==> src/rtl/multicycle_controller.sv <==
// Multicycle MIPS control unit: a registered Moore FSM that sequences the shared
// memory / single-ALU datapath and drives every mux select and write enable.
module multicycle_controller (
  input  logic       clk,
  input  logic       reset,
  input  logic [5:0] opcode,
  input  logic [5:0] funct,
  input  logic       zero,
  output logic       pcen,
  output logic       irwrite,
  output logic       iord,
  output logic       memwrite,
  output logic       regwrite,
  output logic       regdst,
  output logic       memtoreg,
  output logic       alusrca,
  output logic [1:0] alusrcb,
  output logic       zeroext,
  output logic [1:0] pcsrc,
  output logic [3:0] alucontrol,
  output logic [3:0] state,
  output logic       instr_done
);

  localparam logic [3:0] S_FETCH    = 4'd0;
  localparam logic [3:0] S_DECODE   = 4'd1;
  localparam logic [3:0] S_MEMADR   = 4'd2;
  localparam logic [3:0] S_MEMREAD  = 4'd3;
  localparam logic [3:0] S_MEMWB    = 4'd4;
  localparam logic [3:0] S_MEMWRITE = 4'd5;
  localparam logic [3:0] S_EXECUTE  = 4'd6;
  localparam logic [3:0] S_ALUWB    = 4'd7;
  localparam logic [3:0] S_BRANCH   = 4'd8;
  localparam logic [3:0] S_IEXEC    = 4'd9;
  localparam logic [3:0] S_IWB      = 4'd10;
  localparam logic [3:0] S_JUMP     = 4'd11;

  localparam logic [5:0] OP_RTYPE = 6'b000000;
  localparam logic [5:0] OP_LW    = 6'b100011;
  localparam logic [5:0] OP_SW    = 6'b101011;
  localparam logic [5:0] OP_BEQ   = 6'b000100;
  localparam logic [5:0] OP_ADDI  = 6'b001000;
  localparam logic [5:0] OP_ORI   = 6'b001101;
  localparam logic [5:0] OP_SLTI  = 6'b001010;
  localparam logic [5:0] OP_J     = 6'b000010;

  localparam logic [5:0] FN_ADD = 6'b100000;
  localparam logic [5:0] FN_SUB = 6'b100010;
  localparam logic [5:0] FN_AND = 6'b100100;
  localparam logic [5:0] FN_OR  = 6'b100101;
  localparam logic [5:0] FN_SLT = 6'b101010;

  localparam logic [3:0] ALU_AND = 4'b0000;
  localparam logic [3:0] ALU_OR  = 4'b0001;
  localparam logic [3:0] ALU_ADD = 4'b0010;
  localparam logic [3:0] ALU_SUB = 4'b0110;
  localparam logic [3:0] ALU_SLT = 4'b0111;

  logic [3:0] r_state;
  logic [3:0] w_nextState;
  logic [3:0] w_viewState;
  logic       w_functOk;
  logic       w_pcwrite;
  logic       w_branch;
  logic       w_irwrite;
  logic       w_memwrite;
  logic       w_regwrite;
  logic       w_instrDone;

  assign w_functOk = (funct == FN_ADD) || (funct == FN_SUB) || (funct == FN_AND) ||
                     (funct == FN_OR)  || (funct == FN_SLT);

  always_ff @(posedge clk) begin
    if (reset) r_state <= S_FETCH;
    else       r_state <= w_nextState;
  end

  always_comb begin
    w_nextState = S_FETCH;
    case (r_state)
      S_FETCH:  w_nextState = S_DECODE;
      S_DECODE: begin
        case (opcode)
          OP_LW, OP_SW:             w_nextState = S_MEMADR;
          OP_RTYPE:                 w_nextState = w_functOk ? S_EXECUTE : S_FETCH;
          OP_BEQ:                   w_nextState = S_BRANCH;
          OP_ADDI, OP_ORI, OP_SLTI: w_nextState = S_IEXEC;
          OP_J:                     w_nextState = S_JUMP;
          default:                  w_nextState = S_FETCH;
        endcase
      end
      S_MEMADR:  w_nextState = (opcode == OP_LW) ? S_MEMREAD : S_MEMWRITE;
      S_MEMREAD: w_nextState = S_MEMWB;
      S_EXECUTE: w_nextState = S_ALUWB;
      S_IEXEC:   w_nextState = S_IWB;
      default:   w_nextState = S_FETCH;
    endcase
  end

  // While reset is high the outputs show FETCH, whatever the register holds.
  assign w_viewState = reset ? S_FETCH : r_state;
  assign state       = w_viewState;

  always_comb begin
    w_pcwrite   = 1'b0;
    w_branch    = 1'b0;
    w_irwrite   = 1'b0;
    w_memwrite  = 1'b0;
    w_regwrite  = 1'b0;
    w_instrDone = 1'b0;
    iord        = 1'b0;
    regdst      = 1'b0;
    memtoreg    = 1'b0;
    alusrca     = 1'b0;
    alusrcb     = 2'b00;
    zeroext     = 1'b0;
    pcsrc       = 2'b00;
    alucontrol  = ALU_ADD;
    case (w_viewState)
      S_FETCH: begin
        alusrcb   = 2'b01;
        w_irwrite = 1'b1;
        w_pcwrite = 1'b1;
      end
      S_DECODE: begin
        alusrcb = 2'b11;
        case (opcode)
          OP_LW, OP_SW, OP_BEQ, OP_ADDI, OP_ORI, OP_SLTI, OP_J: w_instrDone = 1'b0;
          OP_RTYPE: w_instrDone = ~w_functOk;
          default:  w_instrDone = 1'b1;
        endcase
      end
      S_MEMADR: begin
        alusrca = 1'b1;
        alusrcb = 2'b10;
      end
      S_MEMREAD: iord = 1'b1;
      S_MEMWB: begin
        memtoreg    = 1'b1;
        w_regwrite  = 1'b1;
        w_instrDone = 1'b1;
      end
      S_MEMWRITE: begin
        iord        = 1'b1;
        w_memwrite  = 1'b1;
        w_instrDone = 1'b1;
      end
      S_EXECUTE: begin
        alusrca = 1'b1;
        case (funct)
          FN_SUB:  alucontrol = ALU_SUB;
          FN_AND:  alucontrol = ALU_AND;
          FN_OR:   alucontrol = ALU_OR;
          FN_SLT:  alucontrol = ALU_SLT;
          default: alucontrol = ALU_ADD;
        endcase
      end
      S_ALUWB: begin
        regdst      = 1'b1;
        w_regwrite  = 1'b1;
        w_instrDone = 1'b1;
      end
      S_BRANCH: begin
        alusrca     = 1'b1;
        alucontrol  = ALU_SUB;
        pcsrc       = 2'b01;
        w_branch    = 1'b1;
        w_instrDone = 1'b1;
      end
      S_IEXEC: begin
        alusrca = 1'b1;
        alusrcb = 2'b10;
        zeroext = (opcode == OP_ORI);
        case (opcode)
          OP_ORI:  alucontrol = ALU_OR;
          OP_SLTI: alucontrol = ALU_SLT;
          default: alucontrol = ALU_ADD;
        endcase
      end
      S_IWB: begin
        zeroext     = (opcode == OP_ORI);
        w_regwrite  = 1'b1;
        w_instrDone = 1'b1;
      end
      S_JUMP: begin
        pcsrc       = 2'b10;
        w_pcwrite   = 1'b1;
        w_instrDone = 1'b1;
      end
      default: ;
    endcase
  end

  assign pcen       = ~reset & (w_pcwrite | (w_branch & zero));
  assign irwrite    = ~reset & w_irwrite;
  assign memwrite   = ~reset & w_memwrite;
  assign regwrite   = ~reset & w_regwrite;
  assign instr_done = ~reset & w_instrDone;

endmodule

==> config.mk <==
export PLATFORM = sky130hd
export DESIGN_NAME = multicycle_controller
export DESIGN_NICKNAME = d
export VERILOG_FILES = /design/src/rtl/multicycle_controller.sv
export SDC_FILE = /design/constraint.sdc
export NUM_CORES = 1
export LEC_CHECK = 0
export ABC_AREA = 1
export ABC_CLOCK_PERIOD_IN_PS = 2650
export CAP_MARGIN = 10
export CORE_MARGIN = 3
export CORE_UTILIZATION = 40
export CTS_CLUSTER_DIAMETER = 50
export DETAILED_ROUTE_END_ITERATION = 7
export DONT_BUFFER_PORTS = 1
export SYNTH_ARGS = -nofsm -noshare
export SYNTH_HDL_FRONTEND = slang
export SYNTH_SLANG_ARGS = --single-unit
==> constraint.sdc <==
create_clock -name clk -period 2.65 [get_ports clk]
set_clock_uncertainty 0.05 [all_clocks]
set_input_delay 0.265 -clock clk [delete_from_list [all_inputs] [get_ports clk]]
set_output_delay 0.265 -clock clk [all_outputs]
set_load 0.02 [all_outputs]
==> results of run 1 <==
-- power by group through the flow --
stage | registers, uW | logic [uW] | clock network [uW]
after floorplan | 66.5 | 55.7 | 0
after global placement | 67.3 | 59.7 | 0
after detailed placement | 67.4 | 60.1 | 0
after CTS | 66.5 | 60.3 | 78.3
after global routing | 66.9 | 67.3 | 82.6
final | 66.4 | 59.8 | 75.6
-- cells by family (layout without fill, tap and decap cells) --
logic type	after synthesis	in the layout	share of synthesized area
buf+inv	36	38	0.191
flops	4	4	0.104
compound gates	14	14	0.106
other cells	1	1	0.00488
simple gates	91	91	0.594
-- per-stage QoR --
step	total power [uW]	worst slack (ps)	hold WS (ps)	util	cells
floorplan	122	892	435	-	146
global placement	127	785	289	0.447	170
detailed placement	128	791	288	0.447	170
CTS	205	536	39.1	0.460	173
global route	217	415	42.3	0.460	173
finish	202	557	43.2	0.460	173
-- critical path: stages (launching register included) --
cell	delay (ps)
dfxtp_1	380
inv_2	110
nor2_8	160
inv_2	70
nor2_4	90
inv_2	50
nor2_4	160
nor2_1	60
nand2_1	200
nor2_1	80
nand2_1	190
-- final cells by class --
cell class | instances | area (um^2) | area share
inverters | 34 | 128 | 0.157
multi-input cells | 106 | 542 | 0.668
well taps | 25 | 31.3 | 0.0386
repair buffers | 1 | 7.51 | 0.00926
clock buffers | 3 | 22.5 | 0.0278
flip-flops and latches | 4 | 80.1 | 0.0988
-- cells in the final DEF (no fill, tap or decap), drive strengths merged --
cell / instances
a21oi: 5
nor2: 35
o31ai: 1
a211o: 1
conb: 1
buf: 1
dfxtp: 4
o21ai: 4
nand4: 3
nand3: 12
inv: 34
o211ai: 1
nand2: 38
nor3: 2
clkbuf: 3
and3: 1
a31oi: 2
-- metal layers --
layer | GRT usage | routed length, um | vias up
met1 | 0.186 | 810 | 355
met5 | 0 | 0 | -
li1 | - | - | 448
met4 | 0.0415 | 19 | 0
met3 | 0.0393 | 171 | 2
met2 | 0.258 | 851 | 36
-- how the worst max path moves through the flow --
| stage | slack (ps) | startpoint | cells past startpoint | endpoint |
|---|---|---|---|---|
| floorplan | 890 | r_state[3] | 4 | pcen |
| global placement | 780 | r_state[3] | 7 | alucontrol[1] |
| detailed placement | 790 | r_state[1] | 10 | instr_done |
| CTS | 540 | r_state[1] | 10 | instr_done |
| global route | 410 | r_state[1] | 10 | instr_done |
| finish | 560 | r_state[1] | 10 | instr_done |
==> metrics.csv, run 1 <==
metric,value,unit
status,completed,
placed inst area,788,um^2
hpwl dp,1620,um
GPL Wtd Cong,0.869,
all-layer global routing usage,0.151,
top_reg_cell synth,dfxtp_1,
hold-critical path depth,1,
routed vias/inst,4.86,
Cell variety after synth,24,
routed wire length,1850,um
Worst-Margin Slew,727,ps
CTS root buffer,clkbuf_4,
Sw Share,0.355,
Tcrit/Tclk final,0.790,
crit end category,output port,
TNS Setup,0,ps
boundary pin count,37,
Max-Cap Viols,0,
synthesized area,768,um^2
worst reg-to-reg path cell count,5,
Int Power,130,uW
Setup Buffers After CTS,0,
leading registers by flop count,r_state x4,
first-pass GRT wire length,3060,um
leading area contributor after synthesis,nand2_1,
final net count,165,
switching power total,71.6,uW
Clock power frac,0.375,
Core Region,1760,um^2
synth warn,0,
DRT antenna net count,0,
sequential cell fraction of total power,0.329,
reg-to-reg startpoint,r_state[2],
post_cts resized,0,
kind of critical path,reg2out,
vias in the first global route,760,
initial antenna violation count,0,
PortBufs,0,
Hold Buf Count CTS,0,
initial core utilization,0.435,
"Seq/Total Area, Yosys",0.104,
Worst R2R End,r_state[2],
Setup Viol. Count Final,0,
"top cells by count, synth","nand2_1, inv_1, nor2_1",
Max Buffers Root-to-Sink,2,
syn_area_per_cell,5.26,um^2
area grow syn2layout,5.54,%
Antenna diodes,0,
die height,49.8,um
hold path start,reset,
drt wl/cell,10.7,um
FILL cells,224,
share of the synthesized area in the top cell type,0.171,
die area,2480,um^2
final hold viol count,0,
"EDFF count, synth",0,
Final Max Tran Viols,0,
most common cell in the synthesized netlist,nand2_1,
drt drc,0,
Yosys reg bits,4,
drt first-iter violations,20,
gr ovfl total,0,
Post-Syn Nets,161,
Leak,0.000478,uW
power share of the combinational group,0.296,
Mapped Cells,146,
level count of the clock H-tree,1,
Vias,841,
Critical Path Start Type,flip-flop,
Top reg by flops,r_state,
Worst Path Arrival,1780,ps
Num CTS Buffers,3,
Crit path required time,2340,ps
"Clk pin slew, worst setup/hold paths",40,ps
pwr dens,249,nW/um^2
Async SR Flop Fraction,0,
num rows,15,
largest net degree at the start of global routing,10,
Worst Hold Class,in2reg,
CTS tree,yes,
fraction of layout cells with a size suffix above 1,0.203,
slew margin rel.,0.511,
Hold Path Sink,r_state[1],
Peak VDD IR,0.164,mV
main area contributors after synthesis,"nand2_1, inv_1, nor2_1",
clk sinks,4,
drt first pass iters,4,
internal reg-to-reg setup slack,1330,ps
crit-path max FO,4,
die width,49.8,um
clk_lat worst skew,240,ps
Final min period,2090,ps
fmax,478,MHz
RSZ-0062 raised after global routing,false,
max reg flops,4,
final instance area,811,um^2
Power figures use the tool's default switching activity.
==> run 2, diff against run 1 <==
Settings changed: ABC_CLOCK_PERIOD_IN_PS 2650 to 1800.
Clock period 2.65 ns to 1.8 ns, I/O delays scaled along.
==> metrics.csv, run 2 (synthesis gave the netlist of run 1 again) <==
metric,value,unit
fraction of layout cells with a size suffix above 1,0.296,
status,completed,
Peak VDD IR,0.312,mV
largest net degree at the start of global routing,7,
area grow syn2layout,19.4,%
Final min period,1700,ps
CP endpoint,instr_done,
drt first-iter violations,21,
Setup Buffers After CTS,0,
"most common cell after layout, fill and taps aside",nand2_1,
internal reg-to-reg setup slack,470,ps
hpwl dp,1680,um
Hold Slack,208,ps
switching power total,108,uW
Critical Path Start,r_state[1],
Worst R2R End,r_state[2],
drt drc,0,
Leak,0.000540,uW
Tcrit/Tclk final,0.943,
Num CTS Buffers,3,
FILL cells,207,
die width,49.8,um
initial core utilization,0.435,
Top reg by flops,r_state,
clk sinks,4,
Sw Share,0.353,
clk_lat worst skew,240,ps
initial antenna violation count,0,
Worst Hold Class,in2reg,
kind of critical path,reg2out,
crit-path max FO,5,
GPL Wtd Cong,0.828,
boundary pin count,37,
RSZ-0062 raised after global routing,true,
DRT antenna net count,0,
final hold viol count,0,
Setup Viol. Count Final,0,
Clock power frac,0.360,
Final Max Tran Viols,0,
routed vias/inst,4.93,
Worst Path Arrival,1470,ps
power share of the combinational group,0.316,
routed wire length,1980,um
TNS Setup,0,ps
drt wl/cell,10.7,um
"Clk pin slew, worst setup/hold paths",40,ps
"Power, Total",305,uW
drt first pass iters,5,
Core Region,1760,um^2
fmax,589,MHz
die height,49.8,um
CTS root buffer,clkbuf_4,
Crit path required time,1570,ps
final net count,176,
gr ovfl total,0,
Critical Path Start Type,flip-flop,
crit end category,output port,
PortBufs,0,
Int Power,197,uW
pwr dens,333,nW/um^2
sequential cell fraction of total power,0.324,
Antenna diodes,0,
all-layer global routing usage,0.158,
worst reg-to-reg path cell count,5,
Vias,908,
num rows,15,
Max Buffers Root-to-Sink,2,
max reg flops,4,
CTS tree,yes,
"commonest non-fill, non-tap cells in the layout","nand2_1, inv_1, nor2_1",
first-pass GRT wire length,3200,um
reg-to-reg startpoint,r_state[2],
leading registers by flop count,r_state x4,
vias in the first global route,812,
die area,2480,um^2
Max-Cap Viols,0,
level count of the clock H-tree,1,
run 2: worst max-delay path, cell delays in order, from the launching register on:
cell and delay, ps:
dfxtp_2 350, inv_2 90, nor2_8 150, inv_2 80, nand2_2 100, nor2_4 50, nor2_1 110, nand2_1 70
nor2_2 120, nand2_2 110
run 2: final cells by class:
type / count / area [um^2] / area share
clock buffer: 3 / 22.5 / 0.0246
inverter: 34 / 128 / 0.139
multi-input combinational: 106 / 559 / 0.610
sequential: 4 / 83.8 / 0.0914
tap: 25 / 31.3 / 0.0341
timing repair buffer: 12 / 92.6 / 0.101
run 2: layer usage:
layer / wire [um] / track usage / up-vias
li1: - / - / 478
met1: 825 / 0.185 / 391
met2: 993 / 0.286 / 37
met3: 152 / 0.0423 / 2
met4: 3 / 0.0276 / 0
met5: 0 / 0 / -
run 2: repair_timing:
action | 4_1_cts | 5_1_grt
setup endpoints to repair | 2 | 5
hold buffers | 1 | 0
pin swaps | 0 | 1
gates resized for setup | 2 | 6
endpoints found under the hold margin | 4 | 0
run 2: how the worst min path moves through the flow:
stage               slack, ps         end      start  cells after the start
floorplan                 350  r_state[1]      reset                      2
global placement          210  r_state[2]      reset                      1
finish                    210  r_state[3]  opcode[3]                      5
detailed placement        200  r_state[3]      reset                      1
global route              220  r_state[3]  opcode[3]                      5
CTS                       210  r_state[1]  opcode[2]                      5
run 2: metrics by stage:
| step | cells | setup WS, ps | cell area [um^2] | utilization |
|---|---|---|---|---|
| floorplan | 146 | 127 | 768 | - |
| global placement | 180 | 245 | 863 | 0.489 |
| detailed placement | 180 | 254 | 863 | 0.489 |
| CTS | 184 | 53.0 | 898 | 0.509 |
| global route | 184 | -37.6 | 917 | 0.520 |
| finish | 184 | 103 | 917 | 0.520 |
run 2: power groups by stage:
stage                     Combinational [uW]  Sequential (uW)  Clock, uW
after CTS                               95.2             98.2        116
after global placement                  91.1             99.5          0
after global routing                     107             99.4        120
final                                   96.4             99.0        110
after detailed placement                91.9             99.0          0
after floorplan                         82.1             98.0          0
==> run 3, diff against run 2 <==
Settings changed: ABC_AREA 1 to unset.
==> metrics.csv, run 3 <==
metric,value,unit
level count of the clock H-tree,1,
final hold viol count,0,
final instance area,927,um^2
Max-Cap Viols,0,
Post-Syn Nets,122,
synthesized area,686,um^2
synth warn,0,
CP Cell Sequence,buf_6 -> or4_1 -> a21oi_1 -> buf_4,
vias in the first global route,774,
Worst Hold Class,in2reg,
num rows,14,
drt drc,0,
Setup Viol. Count Final,0,
Yosys reg bits,4,
Final Max Tran Viols,0,
Vias,889,
Leak,0.000364,uW
most common cell in the synthesized netlist,nor2_1,
Core Region,1560,um^2
gr ovfl total,0,
Max Buffers Root-to-Sink,2,
Worst Path Arrival,1530,ps
max incr delay on CP,510,ps
routed vias/inst,6.35,
"Seq/Total Area, Yosys",0.117,
hpwl dp,1600,um
pwr dens,350,nW/um^2
boundary pin count,37,
slowest CP cell,or4_1,
crit end category,output port,
Async SR Flop Fraction,0,
clk sinks,4,
fraction of layout cells with a size suffix above 1,0.363,
pre-CTS setup slack,157,ps
die area,2250,um^2
DRT antenna net count,0,
top_reg_cell synth,dfxtp_1,
"most common cell after layout, fill and taps aside",buf_4,
clk_lat worst skew,240,ps
Mapped Cells,107,
"EDFF count, synth",0,
first-pass GRT wire length,3200,um
drt wl/cell,15.3,um
GPL Wtd Cong,0.879,
all-layer global routing usage,0.192,
"top cells by count, synth","nor2_1, nand2_1, buf_2, nor4_1, o21ai_0",
leading area contributor after synthesis,dfxtp_1,
die width,47.4,um
initial antenna violation count,0,
CTS tree,yes,
share of the synthesized area in the top cell type,0.117,
Hold Slack,82.0,ps
CTS root buffer,clkbuf_4,
Crit path required time,1570,ps
max reg flops,4,
area grow syn2layout,35.2,%
die height,47.4,um
syn_area_per_cell,6.41,um^2
Peak VDD IR,0.207,mV
final net count,141,
initial core utilization,0.440,
Antenna diodes,0,
leading registers by flop count,r_state x4,
Num CTS Buffers,3,
PortBufs,0,
PnR worst setup slack,43.7,ps
largest net degree at the start of global routing,13,
Final min period,1760,ps
status,completed,
Tcrit/Tclk final,0.976,
routed wire length,2140,um
"Clk pin slew, worst setup/hold paths",40,ps
fmax,569,MHz
main area contributors after synthesis,"dfxtp_1, nor2_1, nor4_1",
kind of critical path,reg2out,
placed inst area,807,um^2
TNS Setup,0,ps
Top reg by flops,r_state,
Cell variety after synth,42,
drt first-iter violations,28,
drt first pass iters,4,
"commonest non-fill, non-tap cells in the layout","buf_4, nor2_1, nand2_1",
Critical Path Start Type,flip-flop,
crit-path max FO,11,
[run 3: cell count changes after synthesis, moves of 3 or more]
cell	change
a211oi_1	+3
nor2_2	-5
nand2_2	-3
buf_2	+5
nor2b_1	+4
nor2_1	-8
nand2_1	-27
nor4_1	+5
inv_1	-23
inv_2	-9
clkbuf_1	+3
nor2_4	-6
nand3_1	-8
[run 3: routing by layer]
| metal | track usage | up-vias | wire [um] |
|---|---|---|---|
| li1 | - | 432 | - |
| met1 | 0.234 | 418 | 898 |
| met2 | 0.345 | 37 | 1060 |
| met3 | 0.0307 | 2 | 172 |
| met4 | 0.0497 | 0 | 10 |
| met5 | 0 | - | 0 |
[run 3: critical path, delay by kind of cell, from the launching register on]
| kind | cells | cell delay, ps |
|---|---|---|
| simple gates | 1 | 510 |
| buf+inv | 2 | 310 |
| flops | 1 | 340 |
| compound gates | 1 | 130 |
[run 3: where the power goes]
part | internal, uW | total (uW) | leakage (uW) | switching [uW]
Sequential | 91.2 | 96.7 | 0.0000346 | 5.48
Clock | 74.6 | 112 | 0.0000138 | 37.2
Combinational | 49.9 | 116 | 0.000315 | 65.6
Total | 216 | 324 | 0.000364 | 108
[run 3: final cells by class]
| class | instances | area, um^2 |
|---|---|---|
| inverter | 2 | 12.5 |
| tap | 16 | 20.0 |
| multi-input combinational | 90 | 587 |
| fill | 146 | 632 |
| timing repair buffer | 25 | 198 |
| clock buffer | 3 | 22.5 |
| sequential | 4 | 87.6 |
[run 3: kinds of logic (layout without fill, tap and decap cells)]
family	Yosys count	after routing	share of synthesized area
AND/OR/NAND/NOR	60	60	0.480
AO/OA/AOI/OAI	26	26	0.266
buffers and inverters	13	30	0.0912
flip-flops	4	4	0.117
XOR/XNOR	2	2	0.0256
other	1	1	0.00547
multiplexers	1	1	0.0146
[run 3: path summary, 6_finish.rpt]
path	startpoint	to	slack, ps	depth (start not counted)
max	r_state[2]	regwrite	40	4
min	reset	r_state[0]	80	2
max reg2reg	r_state[3]	r_state[2]	520	4
min reg2reg	r_state[0]	r_state[3]	520	2
[run 3: timing repair]
action                                 in CTS  in global routing
gates cloned                                0                  0
setup buffers                               1                  3
endpoints found under the hold margin       1                  0
pin swaps                                   1                  4
setup endpoints to repair                   4                  4
hold buffers                                1                  0
resized for setup                           8                 12
[run 3: stage by stage]
stage                     power [uW]  cells  utilization
final                            324    140        0.595
after global routing             342    140        0.595
after CTS                        316    137        0.564
after detailed placement         203    132        0.518
after global placement           201    132        0.518
after floorplan                  183    107            -
